--- src/rtl/reservoir_readout_pkg.sv ---
// rtl/reservoir_readout_pkg.sv - default sizing and readout weights for the reservoir spike readout
package reservoir_readout_pkg;

    localparam int DEF_N_NEURONS = 10;
    localparam int DEF_WIN_LEN   = 16;
    localparam int DEF_CNT_W     = 8;
    localparam int WEIGHT_W      = 16;

    typedef logic signed [WEIGHT_W-1:0] weight_t;
    typedef weight_t weight_arr_t [DEF_N_NEURONS];

    localparam weight_arr_t DEF_WEIGHTS = '{
        16'sd3, -16'sd2, 16'sd5, -16'sd1, 16'sd4,
        16'sd0, -16'sd7, 16'sd2, 16'sd1, -16'sd3
    };

    // Neurons beyond the default table contribute nothing to the weighted sum.
    function automatic weight_t weight_of(input int idx);
        weight_t w;
        w = '0;
        for (int k = 0; k < DEF_N_NEURONS; k++) begin
            if (k == idx) begin
                w = DEF_WEIGHTS[k];
            end
        end
        return w;
    endfunction

endpackage

--- src/rtl/spike_counter.sv ---
// rtl/spike_counter.sv - per-neuron saturating spike accumulator with window clear and freeze
module spike_counter
    import reservoir_readout_pkg::*;
#(
    parameter int CNT_W = DEF_CNT_W
) (
    input  logic             clk,
    input  logic             rst,
    input  logic             en,
    input  logic             spike,
    input  logic             clear,
    output logic [CNT_W-1:0] count_next
);

    localparam logic [CNT_W-1:0] CNT_MAX = '1;

    logic [CNT_W-1:0] count;

    // count_next already includes this cycle's spike so the window-end sample is never lost.
    always_comb begin
        count_next = count;
        if (spike && (count != CNT_MAX)) begin
            count_next = count + 1'b1;
        end
    end

    always_ff @(posedge clk or negedge rst) begin
        if (!rst) begin
            count <= '0;
        end else if (en) begin
            count <= clear ? '0 : count_next;
        end
    end

endmodule

--- src/rtl/reservoir_spike_readout.sv ---
// rtl/reservoir_spike_readout.sv - windowed spike-count readout with valid/ready frame output
// Optional weighted_sum output enabled by READOUT_WEIGHTED_SUM_EN.
module reservoir_spike_readout
    import reservoir_readout_pkg::*;
#(
    parameter int N_NEURONS = DEF_N_NEURONS,
    parameter int WIN_LEN   = DEF_WIN_LEN,
    parameter int CNT_W     = DEF_CNT_W
) (
    input  logic                       clk,
    input  logic                       rst,
    input  logic                       en,
    input  logic [N_NEURONS-1:0]       spikes_in,
    output logic                       frame_valid,
    input  logic                       frame_ready,
    output logic [N_NEURONS*CNT_W-1:0] frame_counts,
    output logic [15:0]                frame_idx,
    output logic                       overrun
`ifdef READOUT_WEIGHTED_SUM_EN
    ,
    output logic signed [31:0]         weighted_sum
`endif
);

    localparam logic [15:0] WIN_LAST = 16'(WIN_LEN - 1);

    logic [15:0]                win_cnt;
    logic [15:0]                win_num;
    logic                       win_end;
    logic                       take;
    logic [N_NEURONS*CNT_W-1:0] counts_next;

    assign win_end = en && (win_cnt == WIN_LAST);
    // A finished window lands in the output register only if it is free or being drained now.
    assign take    = win_end && (!frame_valid || frame_ready);

    for (genvar g = 0; g < N_NEURONS; g++) begin : g_cnt
        spike_counter #(
            .CNT_W (CNT_W)
        ) u_spike_counter (
            .clk        (clk),
            .rst        (rst),
            .en         (en),
            .spike      (spikes_in[g]),
            .clear      (win_end),
            .count_next (counts_next[g*CNT_W +: CNT_W])
        );
    end

    always_ff @(posedge clk or negedge rst) begin
        if (!rst) begin
            win_cnt      <= '0;
            win_num      <= '0;
            frame_valid  <= 1'b0;
            frame_counts <= '0;
            frame_idx    <= '0;
            overrun      <= 1'b0;
        end else begin
            if (en) begin
                win_cnt <= win_end ? '0 : win_cnt + 16'd1;
            end
            if (win_end) begin
                win_num <= win_num + 16'd1;
            end
            if (take) begin
                frame_valid  <= 1'b1;
                frame_counts <= counts_next;
                frame_idx    <= win_num;
            end else if (frame_ready) begin
                frame_valid <= 1'b0;
            end
            if (win_end && !take) begin
                overrun <= 1'b1;
            end
        end
    end

`ifdef READOUT_WEIGHTED_SUM_EN
    logic signed [31:0] wsum_next;

    always_comb begin
        wsum_next = '0;
        for (int i = 0; i < N_NEURONS; i++) begin
            wsum_next = wsum_next
                      + 32'(signed'({1'b0, counts_next[i*CNT_W +: CNT_W]})) * 32'(weight_of(i));
        end
    end

    always_ff @(posedge clk or negedge rst) begin
        if (!rst) begin
            weighted_sum <= '0;
        end else if (take) begin
            weighted_sum <= wsum_next;
        end
    end
`endif

endmodule

--- config.mk ---
export PLATFORM = sky130hd
export DESIGN_NAME = reservoir_spike_readout
export DESIGN_NICKNAME = d
export VERILOG_FILES = /design/src/rtl/reservoir_readout_pkg.sv /design/src/rtl/spike_counter.sv /design/src/rtl/reservoir_spike_readout.sv
export SDC_FILE = /design/constraint.sdc
export NUM_CORES = 1
export LEC_CHECK = 0
export ABC_CLOCK_PERIOD_IN_PS = 3500
export CORE_UTILIZATION = 50
export DETAILED_ROUTE_END_ITERATION = 6
export PLACE_DENSITY = 0.77
export SLEW_MARGIN = 10
export SYNTH_ARGS = -nofsm -noshare
export SYNTH_HDL_FRONTEND = slang
export SYNTH_SLANG_ARGS = --single-unit
--- constraint.sdc ---
create_clock -name clk -period 3.5 [get_ports clk]
set_input_delay 0.35 -clock clk [delete_from_list [all_inputs] [get_ports clk]]
set_output_delay 0.35 -clock clk [all_outputs]
set_load 0.02 [all_outputs]
==> load_flow_metrics.sql <==
INSERT INTO impl_metrics (metric_group, metric, value, unit) VALUES
('placement', 'gp_congestion', '0.8476', ''),
('yosys', 'synth_fa_ha_area_share', '1.425', '%'),
('worst_setup_path', 'crit-reg2reg-launch', 'win_cnt[4]$_DFFE_PN0P_', ''),
('finish', 'area_growth', '19.96', '%'),
('routing', 'route.antenna.remaining_nets', '0', ''),
('yosys', 'synth.net_count', '1091', ''),
('clocking', 'holdBufCountCts', '1', ''),
('grt', 'grt-ovfl-total', '0', ''),
('sta', 'final_max_slew_viol_count', '0', ''),
('finish', 'post_route_cells_drive_above_1_share', '7.414', '%'),
('clocking', 'clkSlewWorstSetupHoldPaths', '0.06', 'ns'),
('worst_setup_path', 'worstPathMaxFanout', '51', ''),
('grt', 'pin_count_of_the_biggest_net_entering_global_routing', '83', ''),
('clocking', 'numCtsBuffers', '23', ''),
('sta', 'finalSetupTns', '0', 'ns'),
('grt', 'grt_first_pass_wirelength', '41040', 'µm'),
('clocking', 'buffer_type_at_the_clock_tree_root', 'sky130_fd_sc_hd__clkbuf_16', ''),
('routing', 'residual_drc_count', '0', ''),
('sta', 'layout_min_cycle_time', '2.631', 'ns'),
('yosys', 'synthCells', '1065', ''),
('finish', 'multi_input_gate_area', '0.004905', 'mm²'),
('yosys', 'seq_area_frac_synth', '49.86', '%'),
('worst_setup_path', 'timing.critical_path.required', '3.89', 'ns'),
('routing', 'route.detailed.wl_per_inst', '17.21', 'µm'),
('finish', 'nFillCells', '1649', ''),
('finish', 'nets', '1170', ''),
('clocking', 'cts-root-to-sink-buffers', '3', ''),
('worst_setup_path', 'timing.setup.critical_path_class', 'reg2reg', ''),
('yosys', 'count_of_cell_types_in_the_netlist', '55', ''),
('placement', 'place_inst', '1388', ''),
('worst_hold_path', 'hold_class', 'in2async', ''),
('routing', 'detailedRoute.firstPassIterationCount', '6', ''),
('yosys', 'synthesis.area_per_instance', '9.897', 'µm²'),
('worst_setup_path', 'critical_path.reg2reg.endpoint', 'g_cnt[6].u_spike_counter.count[0]$_DFFE_PN0P_', ''),
('yosys', 'synth.top_cells.by_area', 'sky130_fd_sc_hd__dfrtp_1 (50%), sky130_fd_sc_hd__o21ai_0 (9.3%), sky130_fd_sc_hd__xnor2_1 (4.6%)', ''),
('worst_setup_path', 'nature_of_the_critical_path_endpoint', 'register', ''),
('finish', 'seq_area', '0.005255', 'mm²'),
('routing', 'routed_wl', '24620', 'µm'),
('yosys', 'ys.warnings.count', '0', ''),
('yosys', 'synth_top_area_share', '49.86', '%'),
('yosys', 'synth_area_leader_cell', 'sky130_fd_sc_hd__dfrtp_1', ''),
('routing', 'drt-initial-drc-count', '613', ''),
('grt', 'grt_antenna_before_repair', '0', ''),
('placement', 'hpwl', '15650', 'µm'),
('status', 'run_status', 'finished, final reports clean', ''),
('finish', 'insertedDiodeCount', '0', ''),
('yosys', 'post_synthesis_share_of_cell_area_spent_on_and_or_nand_and_nor_gates', '13.33', '%'),
('sta', 'finalCritPeriodShare', '75.16', '%'),
('sta', 'max_slew.worst_pin.slew', '1.009', 'ns'),
('die', 'floorplan.die.height', '147.2', 'µm'),
('clocking', 'worstSkewPairLatency', '0.51', 'ns'),
('die', 'chipWidth', '147.2', 'µm'),
('run', 'maxCapViolations', '0', ''),
('die', 'ios', '112', ''),
('sta', 'max_clock_freq', '380.2', 'MHz'),
('yosys', 'synth_enable_flop_cells', '0', ''),
('worst_setup_path', 'signal_arrival_time_at_the_worst_endpoint', '3.02', 'ns'),
('yosys', 'yosys.area_share.xor_xnor', '5.817', '%'),
('clocking', 'tritoncts', 'done', ''),
('grt', 'via_count_of_the_first_global_routing_pass', '8236', ''),
('sta', 'fin_skew', '0.009689', 'ns'),
('die', 'die_area', '0.02166', 'mm²'),
('yosys', 'synth.area.mux_share', '5.069', '%'),
('clocking', 'post_cts.repair.setup_buffers', '0', ''),
('finish', 'number_of_standard_cells_in_the_layout_taps_in_and_fillers_out', '1430', ''),
('placement', 'buffer_ports.inserted', '111', ''),
('yosys', 'synth.ff_latch_count', '210', ''),
('sta', 'unrepaired_setup_endpoints_after_global_routing', 'no', ''),
('power', 'leakage', '5.338', 'nW'),
('yosys', 'complex_gate_fraction_of_the_synthesized_area', '20.77', '%'),
('die', 'core_area', '0.02043', 'mm²');
-- through the flow --
step	setup slack [ns]	util (%)	total power, mW	hold WS (ns)	area [µm²]
3_3_place_gp	0.9926	57.85	6.205	0.3450	11820
4_1_cts	0.9073	61.89	8.916	0.3790	12640
2_1_floorplan	1.283	-	5.219	0.05441	10540
6_report	0.8695	61.89	8.861	0.3694	12640
3_5_place_dp	0.9294	57.85	6.299	0.3483	11820
5_1_grt	0.7650	61.89	9.365	0.4212	12640
-- worst max-delay path: stages (launching register included) --
cell                      delay (ns)
sky130_fd_sc_hd__dfrtp_1        0.43
sky130_fd_sc_hd__or4_4          0.60
sky130_fd_sc_hd__nor4_4         0.34
sky130_fd_sc_hd__buf_4          0.52
sky130_fd_sc_hd__o21ai_0        0.24
sky130_fd_sc_hd__mux2_2         0.34
-- flip-flops by register name (all words and copies together), names as in the netlist --
name / count
win_num: 16
win_cnt: 16
frame_counts: 80
overrun: 1
g_cnt.u_spike_counter.count: 80
frame_valid: 1
frame_idx: 16
-- per-layer routing --
metal / vias to the layer above / GRT usage, % / wire (µm)
li1: 4081 / - / -
met1: 4194 / 31.14 / 11180
met2: 248 / 38.70 / 11790
met3: 29 / 3.509 / 1218
met4: 0 / 5.979 / 428
met5: - / 0 / 0
-- placed cells by master, fill, tap and decap left out, types with 17 or more instances in the layout --
cell	count
sky130_fd_sc_hd__a21oi_1	62
sky130_fd_sc_hd__and4_1	19
sky130_fd_sc_hd__clkbuf_16	23
sky130_fd_sc_hd__clkdlybuf4s50_1	109
sky130_fd_sc_hd__dfrtp_1	210
sky130_fd_sc_hd__inv_1	24
sky130_fd_sc_hd__mux2i_1	23
sky130_fd_sc_hd__nand2_1	42
sky130_fd_sc_hd__nand3_1	43
sky130_fd_sc_hd__nand4_1	36
sky130_fd_sc_hd__nor2_1	49
sky130_fd_sc_hd__nor3_1	17
sky130_fd_sc_hd__o21ai_0	195
sky130_fd_sc_hd__xnor2_1	55
-- cells by family (layout without fill, tap and decap cells) --
| logic type | count (synthesis) | after routing |
|---|---|---|
| flip-flops | 210 | 210 |
| AO/OA/AOI/OAI | 370 | 370 |
| multiplexers | 46 | 46 |
| adder cells (fa/ha/maj) | 12 | 12 |
| buffers and inverters | 97 | 192 |
| XOR/XNOR | 70 | 70 |
| AND/OR/NAND/NOR | 260 | 260 |
-- power by group --
part	internal, mW	total, mW	switching [mW]
registers	3.05	3.73	0.679
clock network	1.64	2.59	0.953
logic	1.18	2.54	1.36
total	5.87	8.86	2.99
-- worst max-delay path by stage --
stage	startpoint	endpoint	slack, ns	depth (start not counted)
finish	win_cnt[4]$_DFFE_PN0P_	g_cnt[6].u_spike_counter.count[0]$_DFFE_PN0P_	0.87	5
global route	win_cnt[8]$_DFFE_PN0P_	g_cnt[6].u_spike_counter.count[0]$_DFFE_PN0P_	0.76	5
CTS	win_cnt[4]$_DFFE_PN0P_	g_cnt[6].u_spike_counter.count[0]$_DFFE_PN0P_	0.91	5
detailed placement	win_cnt[4]$_DFFE_PN0P_	g_cnt[1].u_spike_counter.count[0]$_DFFE_PN0P_	0.93	5
global placement	win_cnt[4]$_DFFE_PN0P_	g_cnt[1].u_spike_counter.count[0]$_DFFE_PN0P_	0.99	5
floorplan	win_cnt[6]$_DFFE_PN0P_	frame_idx[10]$_DFFE_PN0P_	1.28	7
-- layout make-up --
cell class                      instances  share of cell area, %
Inverter                               25                 0.7422
Clock buffer                           30                  4.998
Tap cell                              270                  2.672
Sequential cell                       210                  41.56
Multi-Input combinational cell        758                  38.79
Clock inverter                         11                  1.445
Timing Repair Buffer                  126                  9.787
(Power assumes the default switching activity.)
==> variant 1 (same flow settings) <==
Set the package constant `DEF_CNT_W` to 6 (it was 8).
--- a/src/rtl/reservoir_readout_pkg.sv
+++ b/src/rtl/reservoir_readout_pkg.sv
@@ -5,3 +5,3 @@
     localparam int DEF_WIN_LEN   = 16;
-    localparam int DEF_CNT_W     = 8;
+    localparam int DEF_CNT_W     = 6;
     localparam int WEIGHT_W      = 16;
Interface: changed (resized frame_counts); port bits go from 112 to 92. No check against the original RTL was run, so the function may have changed too.
==> variant 1 against the original RTL <==
  * Worst setup slack better by 0.027 ns
  * Area after synthesis is 21% lower
  * Non-clock buffer count shrank 24
  * Synthesized cell count decreased by 23%
  * Wire length shrank 24%
  * Cell count fell by 22%
  * Final area fell by 21%
  * Power down 21%
  * Sequential share of layout area is 1.1 points higher
  * Sequential cell count fell by 40
  * Critical path type unchanged
==> variant 1: results (changes against the original RTL) <==
met1 GRT Util 31.96% (was 31.14%); PortBufs 91 (was 111); largest net degree at the start of global routing 78 (was 83); synth unique cells 48 (was 55); Met3 Routed Length 815 um (was 1218 um); Reg-to-Reg End frame_counts[23] (was g_cnt[6].u_spike_counter.count[0]); total track usage 23.00% (was 23.02%); initial drt markers 520 (was 613); Peak VDD IR 0.0004361 V (was 0.0004309 V); Switch Pwr 2.427 mW (was 2.990 mW); register area share after synthesis 51.39% (was 49.86%); NumNets Final 913 (was 1170); static leakage 4.437 nW (was 5.338 nW); run status finished clean (unchanged); largest cells by area after synthesis dfrtp_1 (51%), o21ai_0 (9.4%), a21oi_1 (3.1%), xnor2_1 (3.1%), nand2_1 (2.5%) (was dfrtp_1 (50%), o21ai_0 (9.3%), xnor2_1 (4.6%), a21oi_1 (2.9%), clkbuf_1 (2.2%)); clk_skew 0.01097 ns (was 0.009689 ns); CP max stage cell nand4_1 (was or4_4); met2 Usage GRT 36.63% (was 38.70%); CP Data Arrival Time 2.88 ns (was 3.02 ns); number of fill cells 1343 (was 1649); clock latency on the worst-skew pair 0.44 ns (was 0.51 ns); Hold Crit Class input port to flop (was input port to asynchronous set/reset pin); clk buf depth 2 (was 3); vias 6631 (was 8552); vias in the first global route 6067 (was 8236)
-- variant 1: area by class of cell --
type | instances | area (um2) | area share (%)
Clock buffer | 18 | 439.2 | 4.403
Tap cell | 216 | 270.3 | 2.709
Timing Repair Buffer | 102 | 1005 | 10.07
Clock inverter | 14 | 186.4 | 1.869
Inverter | 14 | 52.55 | 0.5268
Sequential cell | 170 | 4254 | 42.65
Multi-Input combinational cell | 582 | 3767 | 37.77
-- variant 1: power by group through the flow --
stage | logic (mW) | registers [mW] | clock network [mW]
floorplan | 1.06 | 3.13 | 0
global placement | 1.90 | 3.04 | 0
detailed placement | 1.95 | 3.05 | 0
CTS | 1.98 | 3.04 | 2.01
global route | 2.19 | 3.13 | 2.10
finish | 1.96 | 3.05 | 1.99
-- variant 1: logic make-up (layout without fill, tap and decap cells) --
logic type	Yosys count	after routing	share of synthesized area, %
AOI/OAI and AO/OA	271	271	18.65
buffers and inverters	64	148	3.189
and+or+nand+nor	221	221	15.48
muxes	33	33	4.716
xor gates and xnor gates	45	45	4.761
adders and majority gates	12	12	1.814
DFF	170	170	51.39
-- variant 1: worst reg2reg max path: cells and delay by family, from the launching register on --
kind | cells | cell delay, ns
adders and majority gates | 1 | 0.26
buffers and inverters | 1 | 0.52
and+or+nand+nor | 2 | 0.91
DFF | 1 | 0.39
AOI/OAI and AO/OA | 2 | 0.38
-- variant 1: per-stage QoR --
step	hold slack [ns]	power (mW)	setup WS [ns]	instances
2_1_floorplan	0.05441	4.192	1.531	816
3_3_place_gp	0.4219	4.942	0.8565	1083
3_5_place_dp	0.4204	5.005	0.8161	1083
4_1_cts	0.4047	7.027	0.9084	1116
5_1_grt	0.4420	7.427	0.7100	1116
6_report	0.4221	7.003	0.8969	1116
==> variant 2 (same flow settings) <==
Without the edit above. Register the output `frame_counts` once more; this adds one clock of latency there. The other outputs are not delayed to match.
--- a/src/rtl/reservoir_spike_readout.sv
+++ b/src/rtl/reservoir_spike_readout.sv
@@ -25,2 +25,4 @@
     localparam logic [15:0] WIN_LAST = 16'(WIN_LEN - 1);
+
+    logic [N_NEURONS*CNT_W-1:0] frame_counts_s0;
 
@@ -54,3 +56,3 @@
             frame_valid  <= 1'b0;
-            frame_counts <= '0;
+            frame_counts_s0 <= '0;
             frame_idx    <= '0;
@@ -66,3 +68,3 @@
                 frame_valid  <= 1'b1;
-                frame_counts <= counts_next;
+                frame_counts_s0 <= counts_next;
                 frame_idx    <= win_num;
@@ -97,2 +99,6 @@
 
+    always_ff @(posedge clk) begin
+        frame_counts <= frame_counts_s0;
+    end
+
 endmodule
Formal check against the unedited RTL: no difference found for any inputs over 10 cycles, from zero or initial values and one cycle with rst low; that may be too few to reach the edited logic, so the function may still have changed.
==> variant 2 against the original RTL <==
  * Clock skew rose by 0.015 ns
  * First-iteration DRC count fell by 16%
  * Combinational power fell by 17%
  * Wire length fell by 3.4%
  * Maximum frequency rose by 12%
  * Sequential share of layout area rose by 7.6 points
  * Final area rose by 10%
  * Critical path depth rose by 1
  * Sequential power rose by 28%
  * Sequential cell count rose by 80
  * Area after synthesis rose by 10%
  * Worst setup slack improved by 0.29 ns
  * Power rose by 12%
  * Critical path type unchanged
==> variant 2: results (changes against the original RTL) <==
Reg-to-Reg End frame_counts_s0[35] (was g_cnt[6].u_spike_counter.count[0]); Peak VDD IR 0.0005324 V (was 0.0004309 V); CP Data Arrival Time 2.74 ns (was 3.02 ns); clock latency on the worst-skew pair 0.55 ns (was 0.51 ns); met3 GRT Util 3.278% (was 3.509%); Setup crit end kind flop (unchanged); Met3 Routed Length 1336 um (was 1218 um); Via-to-Cell Ratio 5.494 (was 5.980); initial drt markers 515 (was 613); CTS H-tree lvls 1 (unchanged); final WL 23770 um (was 24620 um); clk_skew 0.02502 ns (was 0.009689 ns); vias in the first global route 8207 (was 8236); final std cell area, no fill 0.01393 mm2 (was 0.01264 mm2); crit path from win_cnt[0] (was win_cnt[4]); Post-CTS Setup Inserts 0 (unchanged); dpl cells 1484 (was 1388); share of post-route cells with drive strength above 1 6.938% (was 7.414%); biggest regs frame_counts (80), frame_counts_s0 (80), g_cnt.u_spike_counter.count (80) (was frame_counts (80), g_cnt.u_spike_counter.count (80)); ys async rst share 72.41% (was 100.0%); maximum net fanout on the critical path 95 (was 51); total track usage 20.54% (was 23.02%); largest cells by area after synthesis dfrtp_1 (45%), dfxtp_1 (14%), nand2_1 (6.8%), o21ai_0 (5.1%), a21oi_1 (3.1%) (was dfrtp_1 (50%), o21ai_0 (9.3%), xnor2_1 (4.6%), a21oi_1 (2.9%), clkbuf_1 (2.2%)); static leakage 6.259 nW (was 5.338 nW); Worst R2R Setup Slack 1.16 ns (was 0.87 ns); Placer Congestion 0.8335 (was 0.8476); Hold Slack 0.3676 ns (was 0.3694 ns); register area share after synthesis 58.95% (was 49.86%); Hold Path End frame_counts[2]; M1 wire length 11020 um (was 11180 um); measured slew at the worst slew-check pin 0.8950 ns (was 1.009 ns); DR WL met2 10900 um (was 11790 um); placed inst area 0.01297 mm2 (was 0.01182 mm2); Cell Int Power 6.869 mW (was 5.871 mW); NumNets Final 1257 (was 1170); minimum clock period 2.340 ns (was 2.631 ns); Syn Nets 1152 (was 1091); first-pass GRT wire length 40190 um (was 41040 um); CP max stage cell nand2_4 (was or4_4); vias 8455 (was 8552); Hold Crit Class flop to flop (was input port to asynchronous set/reset pin); reg2reg path depth 6 (was 5); number of fill cells 1824 (was 1649); met2 Usage GRT 33.40% (was 38.70%); max incr delay on CP 0.49 ns (was 0.60 ns); Inserted Clock Buffers 29 (was 23); run status finished clean (unchanged); post-detail-place hpwl 15410 um (was 15650 um); initial antenna violation count 0 (unchanged); synth unique cells 57 (was 55); most frequent cells after synthesis nand2_1 (212), dfrtp_1 (210), o21ai_0 (119) (was dfrtp_1 (210), o21ai_0 (195), clkbuf_1 (63)); met1 GRT Util 28.46% (was 31.14%); Post-Syn Area per Cell 10.33 um2 (was 9.897 um2)
==> variant 2: final cells by class <==
cell class / count / area share [%]
flip-flops and latches: 290 / 49.21
multi-input cells: 771 / 32.06
inverters: 18 / 0.4849
well taps: 285 / 2.559
clock inverters: 13 / 0.7004
repair buffers: 121 / 8.880
clock buffers: 41 / 6.115
==> variant 2: power by group through the flow <==
stage                     combinational, mW  clock [mW]  sequential, mW
after floorplan                        1.01           0            4.94
after global placement                 2.04           0            4.79
after detailed placement               2.11           0            4.81
after CTS                              2.12        3.10            4.77
after global routing                   2.33        3.25            4.88
final                                  2.10        3.03            4.77
==> variant 2: logic make-up (layout without fill, tap and decap cells) <==
kind of cell / after synthesis / after routing / share of synthesized area (%)
AND/OR/NAND/NOR: 410 / 410 / 17.16
flip-flops: 290 / 290 / 58.95
AO/OA/AOI/OAI: 271 / 271 / 13.60
buffers and inverters: 65 / 193 / 2.689
XOR/XNOR: 52 / 52 / 3.980
multiplexers: 26 / 26 / 2.334
adder cells (fa/ha/maj): 12 / 12 / 1.291
